## config.mk

```make
export PLATFORM = sky130hd
export DESIGN_NAME = network_mac_pipe_signed
export DESIGN_NICKNAME = d
export VERILOG_FILES = /design/src/rtl/network_mac_pipe_signed.sv
export SDC_FILE = /design/constraint.sdc
export NUM_CORES = 1
export LEC_CHECK = 0
export CAP_MARGIN = 20
export CORE_AREA = 2 2 162 164
export DETAILED_ROUTE_END_ITERATION = 16
export DIE_AREA = 0 0 164 166
export GPL_ROUTABILITY_DRIVEN = 0
export HOLD_SLACK_MARGIN = 0.06
export PLACE_DENSITY = 0.72
export SLEW_MARGIN = 20
export SYNTH_ARGS = -nofsm -noshare
export SYNTH_HDL_FRONTEND = slang
export SYNTH_SLANG_ARGS = --single-unit
```

## constraint.sdc

```tcl
create_clock -name ap_clk -period 5.4 [get_ports ap_clk]
set_input_delay 1.08 -clock ap_clk [delete_from_list [all_inputs] [get_ports ap_clk]]
set_output_delay 1.08 -clock ap_clk [all_outputs]
set_load 0.005 [all_outputs]
```

## src/rtl/network_mac_pipe_signed.sv

```systemverilog
// Pipelined signed multiply / multiply-accumulate unit for the network datapath.
// A product pipe of NUM_STAGE registers feeds one output stage. The output stage
// either forwards the sign-extended product (mode 0) or folds it into a saturating
// dot-product accumulator (mode 1). A single stall term (out_vld & ~out_rdy)
// freezes every register, so beats are never lost or duplicated.
module network_mac_pipe_signed #(
  parameter int A_WIDTH   = 16,
  parameter int B_WIDTH   = 11,
  parameter int NUM_STAGE = 3,
  parameter int ACC_WIDTH = 32
) (
  input  logic                        ap_clk,
  input  logic                        ap_rst,
  input  logic                        in_vld,
  output logic                        in_rdy,
  input  logic signed [A_WIDTH-1:0]   din0,
  input  logic signed [B_WIDTH-1:0]   din1,
  input  logic                        in_mode,
  input  logic                        in_last,
  output logic                        out_vld,
  input  logic                        out_rdy,
  output logic signed [ACC_WIDTH-1:0] dout,
  output logic                        dout_ovf
);

  localparam int P_WIDTH = A_WIDTH + B_WIDTH;
  localparam logic signed [ACC_WIDTH-1:0] ACC_MAX = {1'b0, {(ACC_WIDTH-1){1'b1}}};
  localparam logic signed [ACC_WIDTH-1:0] ACC_MIN = {1'b1, {(ACC_WIDTH-1){1'b0}}};

  // Flow control
  logic stall;
  logic adv;

  // Product pipe
  logic signed [P_WIDTH-1:0] prod;
  logic signed [P_WIDTH-1:0] p_q [NUM_STAGE];
  logic signed [P_WIDTH-1:0] p_d [NUM_STAGE];
  logic [NUM_STAGE-1:0]      vld_q,  vld_d;
  logic [NUM_STAGE-1:0]      mode_q, mode_d;
  logic [NUM_STAGE-1:0]      last_q, last_d;

  // Output stage and accumulator
  logic                        out_vld_q,  out_vld_d;
  logic signed [ACC_WIDTH-1:0] dout_q,     dout_d;
  logic                        dout_ovf_q, dout_ovf_d;
  logic signed [ACC_WIDTH-1:0] acc_q,      acc_d;
  logic                        acc_open_q, acc_open_d;
  logic                        ovf_s_q,    ovf_s_d;

  // Accumulate datapath
  logic signed [ACC_WIDTH-1:0] p_ext;
  logic signed [ACC_WIDTH-1:0] acc_base;
  logic signed [ACC_WIDTH:0]   sum;
  logic                        clamped;
  logic signed [ACC_WIDTH-1:0] sum_sat;
  logic                        ovf_base;

  assign stall    = out_vld_q & ~out_rdy;
  assign adv      = ~stall;
  assign in_rdy   = ~stall & ~ap_rst;
  assign out_vld  = out_vld_q;
  assign dout     = dout_q;
  assign dout_ovf = dout_ovf_q;

  // Full-precision signed product; both operands are sign-extended to the product width first.
  assign prod = P_WIDTH'(din0) * P_WIDTH'(din1);

  // Shift the product pipe by one slot whenever the output is not stalled.
  always_comb begin
    // NOTE: every combinational output gets a default first so no path can infer a latch.
    vld_d  = vld_q;
    mode_d = mode_q;
    last_d = last_q;
    p_d    = p_q;
    if (adv) begin
      vld_d[0]  = in_vld & in_rdy;
      mode_d[0] = in_mode;
      last_d[0] = in_last;
      p_d[0]    = prod;
      for (int i = 1; i < NUM_STAGE; i++) begin
        vld_d[i]  = vld_q[i-1];
        mode_d[i] = mode_q[i-1];
        last_d[i] = last_q[i-1];
        p_d[i]    = p_q[i-1];
      end
    end
  end

  // Saturating accumulate of the oldest product onto the running sum (or zero for a new group).
  always_comb begin
    p_ext    = ACC_WIDTH'(p_q[NUM_STAGE-1]);
    acc_base = acc_open_q ? acc_q : '0;
    ovf_base = acc_open_q & ovf_s_q;
    sum      = (ACC_WIDTH+1)'(acc_base) + (ACC_WIDTH+1)'(p_ext);
    clamped  = sum[ACC_WIDTH] ^ sum[ACC_WIDTH-1];
    if (clamped) begin
      sum_sat = sum[ACC_WIDTH] ? ACC_MIN : ACC_MAX;
    end else begin
      sum_sat = sum[ACC_WIDTH-1:0];
    end
  end

  // Output stage: forward products, update the accumulator, present finished dot products.
  always_comb begin
    out_vld_d  = out_vld_q;
    dout_d     = dout_q;
    dout_ovf_d = dout_ovf_q;
    acc_d      = acc_q;
    acc_open_d = acc_open_q;
    ovf_s_d    = ovf_s_q;
    if (adv) begin
      out_vld_d = 1'b0;
      if (vld_q[NUM_STAGE-1]) begin
        if (!mode_q[NUM_STAGE-1]) begin
          // Plain product: accumulator state is left alone so open groups survive.
          dout_d     = p_ext;
          dout_ovf_d = 1'b0;
          out_vld_d  = 1'b1;
        end else begin
          acc_d   = sum_sat;
          ovf_s_d = ovf_base | clamped;
          if (last_q[NUM_STAGE-1]) begin
            dout_d     = sum_sat;
            dout_ovf_d = ovf_base | clamped;
            out_vld_d  = 1'b1;
            acc_open_d = 1'b0;
          end else begin
            acc_open_d = 1'b1;
          end
        end
      end
    end
  end

  // Control and result registers; reset discards everything in flight.
  always_ff @(posedge ap_clk or posedge ap_rst) begin
    if (ap_rst) begin
      vld_q      <= '0;
      mode_q     <= '0;
      last_q     <= '0;
      out_vld_q  <= 1'b0;
      dout_q     <= '0;
      dout_ovf_q <= 1'b0;
      acc_q      <= '0;
      acc_open_q <= 1'b0;
      ovf_s_q    <= 1'b0;
    end else begin
      // NOTE: sequential state uses non-blocking assignment so all flops update together.
      vld_q      <= vld_d;
      mode_q     <= mode_d;
      last_q     <= last_d;
      out_vld_q  <= out_vld_d;
      dout_q     <= dout_d;
      dout_ovf_q <= dout_ovf_d;
      acc_q      <= acc_d;
      acc_open_q <= acc_open_d;
      ovf_s_q    <= ovf_s_d;
    end
  end

  // Product payload registers.
  // NOTE: payload is qualified by vld_q, so it needs no reset and maps cleanly onto DSP pipeline registers.
  always_ff @(posedge ap_clk) begin
    p_q <= p_d;
  end

endmodule

```

# Yosys cells after proc, flatten, opt, wreduce, memory -nomap -nowiden
# Index checks and enable logic that the tools add are counted.
[op_classes] n_addsub=1 n_mul=1 div=0 magnitude_cmp=0 eq_ne=1 n_shift=0 muxes=11 bitwise=9 reduce_logical=2
[op_table] cell="32-bit 2-to-1 mux" count=5
[op_table] cell="32-bit by 27-bit adder with 33-bit output" count=1
[op_table] cell="16-bit by 11-bit multiplier with 27-bit output" count=1
[op_table] cell="1-bit 2-to-1 mux" count=6
[op_table] cell="3-bit AND reduction" count=2
[op_table] cell="1-bit bitwise AND" count=4
[op_table] cell="1-bit NOT" count=3
[op_table] cell="2-bit by 1-bit != test with 1-bit output (second input constant)" count=1
[op_table] cell="1-bit bitwise OR" count=1
[op_table] cell="1-bit XOR" count=1
[totals] register_bits=158 latchBits=0 mem_bits_rw=0 romBits=0 out_inout_bits=35 word_cells=37 memories=0

# Logic depth before layout (Yosys ltp)
# Gate-level depths: netlist (run 1).
[logic_depth] ltp_word=6 ltp_mapped=23 depth_no_buf=21

# Least setup slack after synthesis (run 1)
# Ideal clock, no wire load.
[synth_timing] kind="input to register" start="in din1[2]" end="reg p_q[80] (netlist bit) (data pin)" setup_time_ps=260 arrival_ps=5822 path_slack_ps=-682 cell_stages=21 n_path_buf=2 cell_sequence="clkbuf_1 nand2_1 fa_1 fa_1 fa_1 inv_1 fa_1 inv_1 fa_1 inv_1 ha_1 clkbuf_1 nand3_1 a21oi_1 o311ai_0 a21boi_0 o211ai_1 a31oi_1 a21o_1 a21oi_1 xnor2_1"
[synth_between] elab_chain_cells=1
[synth_rtl] item="start, declared" line_no="17" text="input logic signed [B_WIDTH-1:0] din1,"
[synth_rtl] item="16-bit by 11-bit multiplier with 27-bit output" line_no="66" text="assign prod = P_WIDTH'(din0) * P_WIDTH'(din1);"
[synth_rtl] item="via prod[26]" line_no="35" text="logic signed [P_WIDTH-1:0] prod;"
[synth_rtl] item="end signal, assigned" line_no="164" text="p_q <= p_d;"
[synth_rtl] item="end, declared" line_no="36" text="logic signed [P_WIDTH-1:0] p_q [NUM_STAGE];"
# The timed path passes the listed nets, and every way through them passes these cells.
# A chain may end at the register's enable or synchronous reset.

# Worst setup path after layout (run 1)
[layout_timing] start="in din1[7]" end="reg p_q[80] (netlist bit) (data pin)"
# The elaborated chain is that of the path after synthesis.

==> run summary, run 1 <==
HP Start -> p_q[46]
Global route hottest layer -> met2
Drt via density -> 5.477
Cell repeated most along the worst path -> buf_6
Slowest cell on crit path -> fa_2
Critical Path RT -> 5580 ps
Port bufs -> 67
Post-synth top area cell -> fa_1
CTS Buf Count -> 17
Most frequent cells after synthesis -> inv_1 (212), nand2_1 (181), fa_1 (163), and2_1 (106), a21oi_1 (97)
CP endpoint kind -> flip-flop
Cell area after layout -> 0.01722 mm²
Grt total ovfl -> 0
Fin crit share -> 104.2%
GRT met2 Usage -> 43.31%
Max Clock Skew -> 11.07 ps
Pin count of the biggest net entering global routing -> 92
CTS tree -> built
Met3 usage -> 2.947%
Status -> complete, but fails checks
Total die area -> 0.02722 mm²
Fin worst setup slack -> -228.8 ps
Global-route wire length before repair -> 55060 µm
Core area -> 0.02562 mm²
Remaining DRCs -> 0
Post-Syn Area -> 0.01390 mm²
Met1 Track Usage GR -> 32.95%
Delay-heaviest family, CP -> adder cells
Worst min path class -> reg2reg
Synth async-reset ratio -> 48.73%
Vert. Die Dim -> 166 µm
Number of synthesized flops with an enable pin -> 81
R2R Setup Slk -> 1070 ps
Clock sinks -> 158
Initial DRT Pass Iterations -> 5
Slowest stage delay, CP -> 560 ps
All-Layer GR Usage -> 25.32%
CTS Root Cell -> clkbuf_16
Synth Warn # -> 0
CTS clk-pin slew, worst paths -> 70 ps
Final core occ -> 67.23%
Avg Cell Area, Syn -> 9.699 µm²
Vias in the first global route -> 11340
Ports -> 68
Final ANT Viol Nets -> 0
Worst skew pair latency -> 430 ps
Hold Fails Final Rpt -> 0
Crit path to -> p_q[80]
CP cell instances -> buf_6 > buf_6 > and2_4 > fa_1 > inv_2 > fa_2 > inv_2 > fa_2 > fa_1 > inv_1 > fa_1 > inv_2 > ha_4 > a21o_1 > buf_6 > buf_6 > a21oi_4 > a21boi_2 > o211ai_1 > a31oi_1 > a21o_1 > a21oi_2 > xnor2_1
Critical path class -> in2reg
H-tree levels -> 4
Die width -> 164 µm
CP Max Fanout -> 4
FILL cells -> 1875
Site Rows -> 59
Cells after synthesis -> 1433
Tightest Pin Transition -> 1034 ps
Tmin final -> 5629 ps
# hold bufs at CTS -> 0
RSZ-0062 raised after global routing -> true
Antenna cells -> 0
Area after DPL -> 0.01586 mm²
Final setup viols -> 7
Area Growth Syn to Fin -> 23.92%
Starting Density -> 54.26%
Post-Route WL -> 33390 µm
Violated checks -> setup timing
Most frequent cell after synthesis -> inv_1
FF-to-FF path depth -> 13
Syn Nets -> 1718
#FFs+latches synth -> 158
Worst slew margin -> 31.04%
Register area share after synthesis -> 31.36%
Arrival time worst endpoint -> 5810 ps
Fmax -> 177.7 MHz
Fin. max-slew vios -> 0
Setup WS pre-CTS -> -1241 ps
WP buf/inv -> 8
Max Root-Sink Buffers -> 2
# nets final -> 1912
Synth top area share -> 23.48%
Crit path from -> din1[7]
Top FF cell, synth -> edfxtp_1
Instance count on the critical path -> 23
Initial drt markers -> 729
Via count -> 10820
WL/cell -> 16.91 µm
Hpwl dp -> 23860 µm
Synth area leaders -> fa_1 (23%), edfxtp_1 (18%), dfrtp_1 (14%), ha_1 (8.0%), inv_1 (5.7%)
RR Endpoint -> acc_q[17]
Share of cells above drive strength 1 -> 19.82%
Launching point of the worst reg2reg path -> acc_open_q
Yosys cell types -> 59
Initial antenna violation count -> 0
Max-Cap Viols -> 0
CP Launch Type -> primary input
## how the worst min path moves through the flow
stage / endpoint / slack, ps / cells past startpoint
final: p_ext[19] / 420 / 0
after detailed placement: p_ext[19] / 400 / 0
after CTS: p_ext[1] / 420 / 0
after global placement: p_q[38] / 400 / 0
after floorplan: p_ext[0] / 400 / 0
after global routing: p_ext[2] / 420 / 0
## timing repair
item                                    in CTS  in global routing
buffers inserted                            41                  6
gates cloned                                 4                  0
pin swaps                                   55                 28
hold endpoints to repair                     0                  0
endpoints found under the setup margin      14                 12
resized for setup                          157                 58
## placed cells by master, fill, tap and decap left out, types with 21 or more instances in the layout
master	n
a21oi_1	91
and2_1	97
buf_4	144
buf_6	21
clkdlybuf4s50_1	40
dfrtp_1	77
edfxtp_1	81
fa_1	150
ha_1	80
inv_1	199
nand2_1	163
nor2_1	68
o21ai_0	68
xnor2_1	47
## state kept, by name, indices dropped and copies added, names as in the netlist
register	count
p_q	54
acc_q	32
dout	32
p_ext	27
last_q	3
mode_q	3
vld_q	3
acc_open_q	1
dout_ovf	1
out_vld	1
ovf_s_q	1
## worst reg2reg max path: stages (launching register included)
cell      delay (ps)
dfrtp_1          850
buf_4            330
and2_1           150
ha_1             260
and3_1           240
o211a_1          140
a211oi_2         470
o31ai_2          230
a41oi_2          310
xnor2_1          290
o21a_1           450
buf_12           230
nor2_1           140
a21oi_1          190
## through the flow
step / setup TNS [ps] / hold WS [ps] / std cells
floorplan: -785.0 / 400.3 / 1433
global placement: -12780 / 400.6 / 1898
detailed placement: -15010 / 404.5 / 1898
CTS: -1147 / 415.3 / 1975
global route: -1952 / 421.4 / 1975
finish: -799.8 / 417.1 / 1975
## final cells by class
cell class                      count  area (µm²)  share of cell area (%)
Timing Repair Buffer              234        2079                   12.07
Sequential cell                   158        4359                   25.31
Clock buffer                       17       425.4                   2.470
Inverter                          212       800.8                   4.649
Clock inverter                     15       209.0                   1.213
Tap cell                          335       419.2                   2.434
Multi-Input combinational cell   1004        8930                   51.85
## logic make-up (layout without fill, tap and decap cells)
family / count (synthesis) / after routing / synth area share [%]
and+or+nand+nor: 438 / 438 / 15.02
buffers and inverters: 271 / 478 / 7.463
AOI/OAI and AO/OA: 257 / 257 / 11.06
adders and majority gates: 252 / 252 / 31.49
DFF: 158 / 158 / 31.36
xor gates and xnor gates: 56 / 56 / 3.529
muxes: 1 / 1 / 0.07202
## routing by layer
layer / wire length, µm / vias to the layer above / share of wire, %
li1: - / 5041 / -
met1: 13720 / 5263 / 41
met2: 16550 / 428 / 50
met3: 2062 / 85 / 6.2
met4: 1053 / 0 / 3.2
met5: 0 / - / 0
Power of run 1 is left out: the tool's default activity adds up to more than one toggle a clock period on the data nets, which glitch-free logic cannot reach.
==> inputs of run 2 (changes only) <==
Settings changed: CTS_CLUSTER_DIAMETER from default to 80.
==> results of run 2 <==
No change in the layout: final DEF, timing and power equal those of run 1.
Power of run 2 is left out for the same reason.
